### config.mk
export PLATFORM = sky130hd
export DESIGN_NAME = alu_issue_ctrl
export DESIGN_NICKNAME = d
export VERILOG_FILES = /design/src/rtl/alu_issue_ctrl_pkg.sv /design/src/rtl/alu_regfile.sv /design/src/rtl/alu_issue_ctrl.sv
export SDC_FILE = /design/constraint.sdc
export NUM_CORES = 1
export LEC_CHECK = 0
export ABC_AREA = 1
export CAP_MARGIN = 20
export CORE_ASPECT_RATIO = 1.25
export CORE_MARGIN = 1
export CORE_UTILIZATION = 30
export DETAILED_ROUTE_END_ITERATION = 10
export GPL_ROUTABILITY_DRIVEN = 0
export PLACE_DENSITY = 0.56
export SETUP_SLACK_MARGIN = 0.15
export SLEW_MARGIN = 5
export SYNTH_ARGS = -nofsm -noshare
export SYNTH_HDL_FRONTEND = slang
export SYNTH_SLANG_ARGS = --single-unit
### constraint.sdc
create_clock -name clk -period 2 [get_ports clk]
set_clock_uncertainty 0.05 [all_clocks]
set_input_delay 0.2 -clock clk [delete_from_list [all_inputs] [get_ports clk]]
set_output_delay 0.2 -clock clk [all_outputs]
set_load 0.05 [all_outputs]
### src/rtl/alu_issue_ctrl_pkg.sv
// Shared definitions for the ALU issue controller: opcodes, instruction field
// positions, FSM states, response flag layout and the instruction decoder.
package alu_issue_ctrl_pkg;

    localparam int DATA_W   = 16;
    localparam int NREGS    = 8;
    localparam int REG_AW   = 3;
    localparam int IMM_W    = 6;
    localparam int FLAG_W   = 5;
    localparam int ALU_OP_W = 3;

    // Instruction field positions
    localparam int OP_MSB  = 15;
    localparam int OP_LSB  = 12;
    localparam int FA_MSB  = 11;
    localparam int FA_LSB  = 9;
    localparam int FB_MSB  = 8;
    localparam int FB_LSB  = 6;
    localparam int FC_MSB  = 5;
    localparam int FC_LSB  = 3;
    localparam int IMM_MSB = 5;

    localparam logic [3:0] OP_ADD  = 4'd0;
    localparam logic [3:0] OP_SUB  = 4'd1;
    localparam logic [3:0] OP_AND  = 4'd2;
    localparam logic [3:0] OP_OR   = 4'd3;
    localparam logic [3:0] OP_SLT  = 4'd4;
    localparam logic [3:0] OP_BNE  = 4'd5;
    localparam logic [3:0] OP_ADDI = 4'd6;

    // Bit positions inside rsp_flags = {cout, lt, eq, gt, ov}
    localparam int FLAG_COUT = 4;
    localparam int FLAG_LT   = 3;
    localparam int FLAG_EQ   = 2;
    localparam int FLAG_GT   = 1;
    localparam int FLAG_OV   = 0;

    typedef enum logic [1:0] {
        ST_IDLE    = 2'd0,
        ST_ISSUE   = 2'd1,
        ST_CAPTURE = 2'd2,
        ST_RESP    = 2'd3
    } state_t;

    typedef struct packed {
        logic [3:0]        op;
        logic [REG_AW-1:0] rd;
        logic [REG_AW-1:0] rs;
        logic [REG_AW-1:0] rt;
        logic [IMM_W-1:0]  imm;
        logic              legal;
        logic              is_bne;
        logic              use_imm;
        logic              writes_rd;
    } decode_t;

    function automatic logic [DATA_W-1:0] sext_imm(input logic [IMM_W-1:0] imm);
        return {{(DATA_W-IMM_W){imm[IMM_MSB]}}, imm};
    endfunction

    // BNE places its two sources where R-type puts rd/rs, so the read
    // addresses are steered here rather than in the datapath.
    function automatic decode_t decode(input logic [DATA_W-1:0] instr);
        decode_t d;
        d.op        = instr[OP_MSB:OP_LSB];
        d.legal     = (d.op <= OP_ADDI);
        d.is_bne    = (d.op == OP_BNE);
        d.use_imm   = (d.op == OP_ADDI);
        d.rd        = instr[FA_MSB:FA_LSB];
        d.rs        = d.is_bne ? instr[FA_MSB:FA_LSB] : instr[FB_MSB:FB_LSB];
        d.rt        = d.is_bne ? instr[FB_MSB:FB_LSB] : instr[FC_MSB:FC_LSB];
        d.imm       = instr[IMM_MSB:0];
        d.writes_rd = d.legal && !d.is_bne && (d.rd != '0);
        return d;
    endfunction

endpackage

### src/rtl/alu_regfile.sv
// 8x16 register file: one synchronous write port, three combinational reads.
// Entry 0 is never written, so it always reads as zero.
module alu_regfile
    import alu_issue_ctrl_pkg::*;
(
    input  logic              clk,
    input  logic              rst_n,
    input  logic              we,
    input  logic [REG_AW-1:0] waddr,
    input  logic [DATA_W-1:0] wdata,
    input  logic [REG_AW-1:0] rs_addr,
    output logic [DATA_W-1:0] rs_data,
    input  logic [REG_AW-1:0] rt_addr,
    output logic [DATA_W-1:0] rt_data,
    input  logic [REG_AW-1:0] dbg_addr,
    output logic [DATA_W-1:0] dbg_data
);

    logic [DATA_W-1:0] regs_reg [NREGS];
    logic [NREGS-1:0]  wsel;

    genvar gi;
    generate
        for (gi = 0; gi < NREGS; gi++) begin : g_wsel
            if (gi == 0) begin : g_zero
                assign wsel[gi] = 1'b0;
            end else begin : g_rw
                assign wsel[gi] = we && (waddr == REG_AW'(gi));
            end
        end
    endgenerate

    always_ff @(posedge clk or negedge rst_n) begin
        if (!rst_n) begin
            for (int i = 0; i < NREGS; i++) begin
                regs_reg[i] <= '0;
            end
        end else begin
            for (int i = 0; i < NREGS; i++) begin
                if (wsel[i]) begin
                    regs_reg[i] <= wdata;
                end
            end
        end
    end

    assign rs_data  = regs_reg[rs_addr];
    assign rt_data  = regs_reg[rt_addr];
    assign dbg_data = regs_reg[dbg_addr];

endmodule

### src/rtl/alu_issue_ctrl.sv
// Issue controller in front of the combinational 16-bit ALU: accepts one
// instruction, issues registered operands, captures the result and responds.
module alu_issue_ctrl
    import alu_issue_ctrl_pkg::*;
(
    input  logic                clk,
    input  logic                rst_n,
    input  logic                in_valid,
    output logic                in_ready,
    input  logic [DATA_W-1:0]   in_instr,
    output logic [DATA_W-1:0]   alu_x,
    output logic [DATA_W-1:0]   alu_y,
    output logic [ALU_OP_W-1:0] alu_op,
    output logic                alu_cin,
    input  logic [DATA_W-1:0]   alu_out,
    input  logic                alu_cout,
    input  logic                alu_lt,
    input  logic                alu_eq,
    input  logic                alu_gt,
    input  logic                alu_ov,
    output logic                rsp_valid,
    input  logic                rsp_ready,
    output logic [DATA_W-1:0]   rsp_data,
    output logic [FLAG_W-1:0]   rsp_flags,
    output logic                rsp_branch,
    output logic [DATA_W-1:0]   rsp_offset,
    output logic                rsp_err,
    input  logic                ext_we,
    input  logic [REG_AW-1:0]   ext_waddr,
    input  logic [DATA_W-1:0]   ext_wdata,
    input  logic [REG_AW-1:0]   dbg_raddr,
    output logic [DATA_W-1:0]   dbg_rdata
);

    state_t                state_reg;
    logic [DATA_W-1:0]     instr_reg;
    decode_t               dec;

    logic [DATA_W-1:0]     alu_x_reg;
    logic [DATA_W-1:0]     alu_y_reg;
    logic [ALU_OP_W-1:0]   alu_op_reg;

    logic                  rsp_valid_reg;
    logic [DATA_W-1:0]     rsp_data_reg;
    logic [FLAG_W-1:0]     rsp_flags_reg;
    logic                  rsp_branch_reg;
    logic [DATA_W-1:0]     rsp_offset_reg;
    logic                  rsp_err_reg;

    logic                  rf_we;
    logic [REG_AW-1:0]     rf_waddr;
    logic [DATA_W-1:0]     rf_wdata;
    logic [DATA_W-1:0]     rs_data;
    logic [DATA_W-1:0]     rt_data;
    logic [FLAG_W-1:0]     flags_now;
    logic                  in_idle;
    logic                  in_capture;

    assign dec        = decode(instr_reg);
    assign in_idle    = (state_reg == ST_IDLE);
    assign in_capture = (state_reg == ST_CAPTURE);

    // Preload writes and writeback never overlap: one is IDLE-only, the
    // other CAPTURE-only, so a single write port suffices.
    assign rf_we    = (in_idle && ext_we) || (in_capture && dec.writes_rd);
    assign rf_waddr = in_capture ? dec.rd  : ext_waddr;
    assign rf_wdata = in_capture ? alu_out : ext_wdata;

    always_comb begin
        flags_now            = '0;
        flags_now[FLAG_COUT] = alu_cout;
        flags_now[FLAG_LT]   = alu_lt;
        flags_now[FLAG_EQ]   = alu_eq;
        flags_now[FLAG_GT]   = alu_gt;
        flags_now[FLAG_OV]   = alu_ov;
    end

    alu_regfile u_regfile (
        .clk      (clk),
        .rst_n    (rst_n),
        .we       (rf_we),
        .waddr    (rf_waddr),
        .wdata    (rf_wdata),
        .rs_addr  (dec.rs),
        .rs_data  (rs_data),
        .rt_addr  (dec.rt),
        .rt_data  (rt_data),
        .dbg_addr (dbg_raddr),
        .dbg_data (dbg_rdata)
    );

    always_ff @(posedge clk or negedge rst_n) begin
        if (!rst_n) begin
            state_reg      <= ST_IDLE;
            instr_reg      <= '0;
            alu_x_reg      <= '0;
            alu_y_reg      <= '0;
            alu_op_reg     <= '0;
            rsp_valid_reg  <= 1'b0;
            rsp_data_reg   <= '0;
            rsp_flags_reg  <= '0;
            rsp_branch_reg <= 1'b0;
            rsp_offset_reg <= '0;
            rsp_err_reg    <= 1'b0;
        end else begin
            case (state_reg)
                ST_IDLE: begin
                    if (in_valid) begin
                        instr_reg <= in_instr;
                        state_reg <= ST_ISSUE;
                    end
                end
                ST_ISSUE: begin
                    if (!dec.legal) begin
                        // Illegal ops skip the ALU entirely; operands stay put.
                        rsp_valid_reg  <= 1'b1;
                        rsp_err_reg    <= 1'b1;
                        rsp_data_reg   <= '0;
                        rsp_flags_reg  <= '0;
                        rsp_branch_reg <= 1'b0;
                        rsp_offset_reg <= '0;
                        state_reg      <= ST_RESP;
                    end else begin
                        alu_x_reg  <= rs_data;
                        alu_y_reg  <= dec.use_imm ? sext_imm(dec.imm) : rt_data;
                        alu_op_reg <= dec.op[ALU_OP_W-1:0];
                        state_reg  <= ST_CAPTURE;
                    end
                end
                ST_CAPTURE: begin
                    rsp_valid_reg  <= 1'b1;
                    rsp_err_reg    <= 1'b0;
                    rsp_data_reg   <= alu_out;
                    rsp_flags_reg  <= flags_now;
                    rsp_branch_reg <= dec.is_bne && !alu_eq;
                    rsp_offset_reg <= dec.is_bne ? sext_imm(dec.imm) : '0;
                    state_reg      <= ST_RESP;
                end
                ST_RESP: begin
                    if (rsp_ready) begin
                        rsp_valid_reg <= 1'b0;
                        state_reg     <= ST_IDLE;
                    end
                end
                default: begin
                    state_reg <= ST_IDLE;
                end
            endcase
        end
    end

    assign in_ready   = in_idle;
    assign alu_x      = alu_x_reg;
    assign alu_y      = alu_y_reg;
    assign alu_op     = alu_op_reg;
    assign alu_cin    = 1'b0;
    assign rsp_valid  = rsp_valid_reg;
    assign rsp_data   = rsp_data_reg;
    assign rsp_flags  = rsp_flags_reg;
    assign rsp_branch = rsp_branch_reg;
    assign rsp_offset = rsp_offset_reg;
    assign rsp_err    = rsp_err_reg;

endmodule

* Word-level counts from Yosys, hierarchy flattened
Index checks and enable logic that the tools add are counted.
** Cells by class
- Order comparisons :: 4
- Eq/ne operators :: 15
- Mux-type cells :: 30
- Bitwise gates (word level) :: 3
- Reductions and logical operators :: 24
** Operator list (number)
- 16-bit 2-to-1 mux :: 10
- 16-bit binary-select mux with 3-bit select :: 3
- 16-bit one-hot mux with 2 select lines :: 2
- 3-bit == test (second input constant) :: 4
- 4-bit greater-or-equal comparator (second input constant) :: 3
- 1-bit logical AND :: 12
- 3-bit inverter with 4-bit output :: 3
- 5-bit one-hot mux with 2 select lines :: 1
- 3-bit 2-to-1 mux :: 3
- 4-bit by 3-bit == test with 1-bit output (second input constant) :: 2
- 2-bit one-hot mux with 4 select lines :: 1
- 2-bit AND reduction :: 4
- 3-bit by 2-bit == test with 1-bit output (second input constant) :: 2
- 2-bit inequality test (second input constant) :: 3
- 3-bit nonzero test :: 2
- 5-bit 2-to-1 mux :: 1
- 2-bit == test (second input constant) :: 2
- 4-bit by 3-bit <= comparator with 1-bit output (second input constant) :: 1
- 1-bit 2-to-1 mux :: 4
- 2-bit 2-to-1 mux :: 2
- 1-bit one-hot mux with 2 select lines :: 2
- 3-bit by 1-bit == test with 1-bit output (second input constant) :: 1
- 1-bit one-hot mux with 3 select lines :: 1
- 3-bit AND reduction :: 1
- 5 further kinds :: 6
** Storage, ports and cells
- Register bits :: 205
- Input port bits :: 64
- Output and inout bits :: 93

* Longest topological paths before layout
- Depth after elaboration :: 7
- Depth in mapped cells :: 13
- Mapped depth without buffers :: 12

* By module
A second synthesis with hierarchy kept.
** Second synthesis, totals
- Cell total of the unflattened synthesis :: 1782
- Area total of the unflattened synthesis :: 11593.6 µm²
** Modules (own cells, without submodules)
- alu_regfile :: instances 1, cells an instance 1273, area each 7614.8 µm², seq. area each 2802.7 µm²
- alu_issue_ctrl :: instances 1, cells an instance 509, area each 3978.8 µm², seq. area each 2077.0 µm²

* Worst setup path before layout
Ideal clock, no wire load.
- Kind :: in2out
- Start point :: in dbg_raddr[1]
- End point :: out dbg_rdata[11]
- Arrival :: 1925 ps
- Required time :: 1750 ps
- Slack :: -175 ps
- Stages :: 7
- Path buffers :: 3
- Path through :: clkbuf_1 -> inv_1 -> clkbuf_1 -> buf_1 -> a21oi_1 -> o21ai_0 -> a32oi_1
** Between the ends
- Longest elaborated chain between the ends :: 4
** Ends and longest elaborated chain
- from (decl) :: RTL line alu_issue_ctrl.sv:31 : input logic [REG_AW-1:0] dbg_raddr,
- 3-bit inverter with 4-bit output (implied by the code) :: RTL line alu_regfile.sv:49 : assign dbg_data = regs_reg[dbg_addr];
- 16-bit binary-select mux with 3-bit select :: RTL line alu_regfile.sv:49
- 16-bit 2-to-1 mux (implied by the code) (2 in series) :: RTL line alu_regfile.sv:49
- to (decl) :: RTL line alu_issue_ctrl.sv:32 : output logic [DATA_W-1:0] dbg_rdata
Every way passes these cells. The select of a mux whose other input is x is not followed.

* Final worst setup path
- Start point :: reg instr_reg[15]
- End point :: reg alu_x_reg[1], in the netlist alu_x[1]
** Between the ends
- Longest elaborated chain between the ends :: 6
** Ends and longest elaborated chain
- from (decl) :: RTL line alu_issue_ctrl.sv:36 : logic [DATA_W-1:0] instr_reg;
- from (signal assigned) :: RTL line alu_issue_ctrl.sv:109 : instr_reg <= in_instr;
- 4-bit by 3-bit == test with 1-bit output :: RTL line alu_issue_ctrl_pkg.sv:67 : d.is_bne = (d.op == OP_BNE);
- 3-bit 2-to-1 mux :: RTL line alu_issue_ctrl_pkg.sv:70 : d.rs = d.is_bne ? instr[FA_MSB:FA_LSB] : instr[FB_MSB:FB_LSB];
- 3-bit inverter with 4-bit output (implied by the code) :: RTL line alu_regfile.sv:47 : assign rs_data = regs_reg[rs_addr];
- 16-bit binary-select mux with 3-bit select :: RTL line alu_regfile.sv:47
- 16-bit 2-to-1 mux (implied by the code) (2 in series) :: RTL line alu_regfile.sv:47
- to (signal assigned) :: RTL line alu_issue_ctrl.sv:124 : alu_x_reg <= rs_data;
- to (decl) :: RTL line alu_issue_ctrl.sv:39 : logic [DATA_W-1:0] alu_x_reg;
Parallel ways exist; a longest one is shown, timed or not. The select of a mux whose other input is x is not followed.
A chain may end at the register's enable or synchronous reset.

==> run_results.csv <==
group,metric,value,unit
run_status,status,"finished with violations",
run_status,violations,"setup timing",
yosys,async_flop_share,1.000,
setup_path,start_kind,"flip-flop",
floorplan,ios,157,
yosys,synthSimpleGateAreaFrac,0.2570,
yosys,synth-xor-area-share,0,
finish,layout_commonest_cell,"nand2_1",
routing,drt-initial-drc-count,1183,
cts,root_buffer,"clkbuf_16",
floorplan,core-area,0.03555,mm²
timing,slew_headroom,0.6451,
yosys,synth_nets,1544,
yosys,yosys_register_bits,195,
floorplan,die_w,172.5,µm
finish,drive_gt1_frac,0.2349,
timing,setup_viol,1,
yosys,yosysUniqueCellTypes,30,
global_routing,grt_max_degree,53,
timing,worst_pin_slew,531.4,ps
cts,clkTransAtPathRegs,80,ps
floorplan,dieArea,0.03711,mm²
finish,area.sequential,0.004886,mm²
global_routing,overflow,0,
yosys,syn_area_per_cell,7.386,µm²
cts,insertion_delay,450,ps
global_routing,grt_pass1_vias,11377,
timing,min_period,2011,ps
setup_path,end_kind,"flip-flop",
yosys,synth_top_area_cell,"dfrtp_1",
cts,clock_sinks,195,
setup_path,cp_max_fo,8,
routing,num_vias,11523,
setup_path,cp.required,2280,ps
setup_path,crit_type,"flip-flop to flip-flop",
yosys,ys_seq_area_frac,0.4476,
yosys,yosys.area_share.adder,0.004591,
finish,area_growth,48.94,%
place,portBuffers,155,
timing,drv_slew,0,
timing,hold_viol_final,0,
yosys,synth_top_family_by_area,"simple AND/OR/NAND/NOR gates",
yosys,synthTopCellsByArea,"dfrtp_1, nand2_1, nand3_1, inv_1, o21ai_0",
finish,multi_input_area,0.005811,mm²
setup_path,path_cells,"nor2_4 -> nand2_4 -> buf_6 -> buf_4 -> o21ai_4 -> buf_6 -> o211ai_1 -> nand3_2 -> nand2_1",
routing,wl_per_cell,19.63,µm
cts,cts_tree,"built",
floorplan,die_h,215.1,µm
setup_path,slowest_stage,"dfrtp_2",
yosys,syn_inst,1476,
finish,nNetsFinal,1758,
yosys,synth_edf_count,0,
yosys,synth_top_area_share,0.4476,
setup_path,slowest_delay,440,ps
place,dp_hpwl,27.56,mm
finish,fin_cells,2177,
routing,vias_per_cell,5.293,
pwr,p_leak,7.644,nW
routing,dr.pass1.iters,8,
yosys,synthFlopType,"dfrtp_1",
finish,antennaDiodeCount,0,
timing,min_period_over_period,1.005,
flow_run,cap_violations,0,
routing,ant_nets,0,
worst_hold_path,hold_path.class,"primary input to async pin",
yosys,synth_compound_area_frac,0.1856,
place,place_inst,2073,
place,place_ws,-72.47,ps
global_routing,grt_usage,0.2300,
cts,cts_buffers,17,
timing,fmax,0.4973,GHz
floorplan,placementRows,77,
timing,rsz0062_at_grt,"true",
yosys,synth_area,0.01090,mm²
timing,fin_ws,-10.83,ps
cts,htreeDepth,4,
finish,fill_cells,3488,
routing,routed_wl,42.73,mm
yosys,muxShareOfSynthArea,0.004132,
global_routing,antenna_found_initial,0,
finish,largest_reg_flops,112,
finish,layout_common_cells,"nand2_1, dfrtp_1, nand3_1",
setup_path,crit_arrival,2300,ps
global_routing,grt_pass1_wl,65.92,mm
cts,cts_buffer_depth,2,
floorplan,start_util,0.3067,
pwr,p_per_area,2059,mW/mm²
pwr,vdd_drop_max,0.9596,mV
routing,drc_errors,0,
yosys,ys_warn_count,0,
setup_path,cpMostUsedCell,"buf_6",
==> cells by family after synthesis <==
| kind of cell | after synthesis |
|---|---|
| buffers and inverters | 267 |
| adders and majority gates | 4 |
| and+or+nand+nor | 642 |
| other | 1 |
| muxes | 4 |
| AOI/OAI and AO/OA | 363 |
| DFF | 195 |
==> layout make-up <==
cell class,instances,share of cell area
clock buffers,17,0.02620
clock inverters,15,0.01171
inverters,156,0.03668
multi-input cells,1014,0.3579
flip-flops and latches,195,0.3009
well taps,474,0.03653
repair buffers,306,0.2301
==> through the flow <==
step / TNS [ps] / hold WS (ps) / utilization / cell area (µm²) / total power [mW]
after floorplan: 0 / -145.6 / - / 11140 / 18.38
after global placement: -118.3 / 135.6 / 0.3908 / 13890 / 25.11
after detailed placement: -1236 / 134.1 / 0.3908 / 13890 / 25.35
after CTS: 0 / 234.3 / 0.4402 / 15650 / 32.13
after global routing: -1542 / 262.3 / 0.4567 / 16240 / 35.40
final: -10.83 / 230.7 / 0.4567 / 16240 / 33.43
==> cell usage after synthesis (all sizes together) (7+ instances only) <==
| cell type | n |
|---|---|
| dfrtp | 195 |
| nand3 | 190 |
| inv | 156 |
| o22ai | 21 |
| nand3b | 12 |
| a31oi | 17 |
| nand4 | 7 |
| clkbuf | 53 |
| nand2 | 373 |
| a32oi | 16 |
| o211ai | 32 |
| a21oi | 83 |
| buf | 58 |
| nor2 | 60 |
| o21ai | 194 |
==> where the power goes <==
group	leakage, nW	internal, mW	switching [mW]
combinational	4.92	8.81	13.5
sequential	2.43	5.81	1.66
clock	0.298	1.91	1.76
==> worst max-delay path, delay by kind of cell (launching register included) <==
kind            cells  cell delay [ps]
compound gates      2              420
simple gates        4              470
buf+inv             3              490
flops               1              440
==> routing by layer <==
layer | share of wire | global-route usage | wire [µm] | vias to the layer above
li1 | - | - | - | 5352
met1 | 0.39 | 0.2753 | 16670 | 5531
met2 | 0.49 | 0.3868 | 21130 | 516
met3 | 0.058 | 0.03379 | 2484 | 124
met4 | 0.057 | 0.1446 | 2445 | 0
met5 | 0 | 0 | 0 | -
==> what timing repair did <==
| action | CTS | global route |
|---|---|---|
| hold endpoints to repair | 42 | 0 |
| buffers inserted | 42 | 13 |
| pin swaps | 42 | 42 |
| endpoints found under the setup margin | 262 | 253 |
| cloned | 13 | 3 |
| hold buffers | 1 | 0 |
| resized for setup | 164 | 142 |
==> final timing paths <==
check	start	to	slack [ps]	cells past startpoint
worst max-delay path	instr_reg[15]$_DFFE_PN0P_	alu_x[1]$_DFFE_PN0P_	-10	9
worst min-delay path	rst_n	u_regfile.regs_reg[25]$_DFFE_PN0P_	230	2
worst max register to register	instr_reg[15]$_DFFE_PN0P_	alu_x[1]$_DFFE_PN0P_	-10	9
worst min register to register	alu_x[13]$_DFFE_PN0P_	alu_x[13]$_DFFE_PN0P_	420	2
max in group asynchronous	rst_n	rsp_data[3]$_DFFE_PN0P_	990	3
min in group clk	in_instr[3]	instr_reg[3]$_DFFE_PN0P_	270	3
Power figures use the tool's default switching activity.
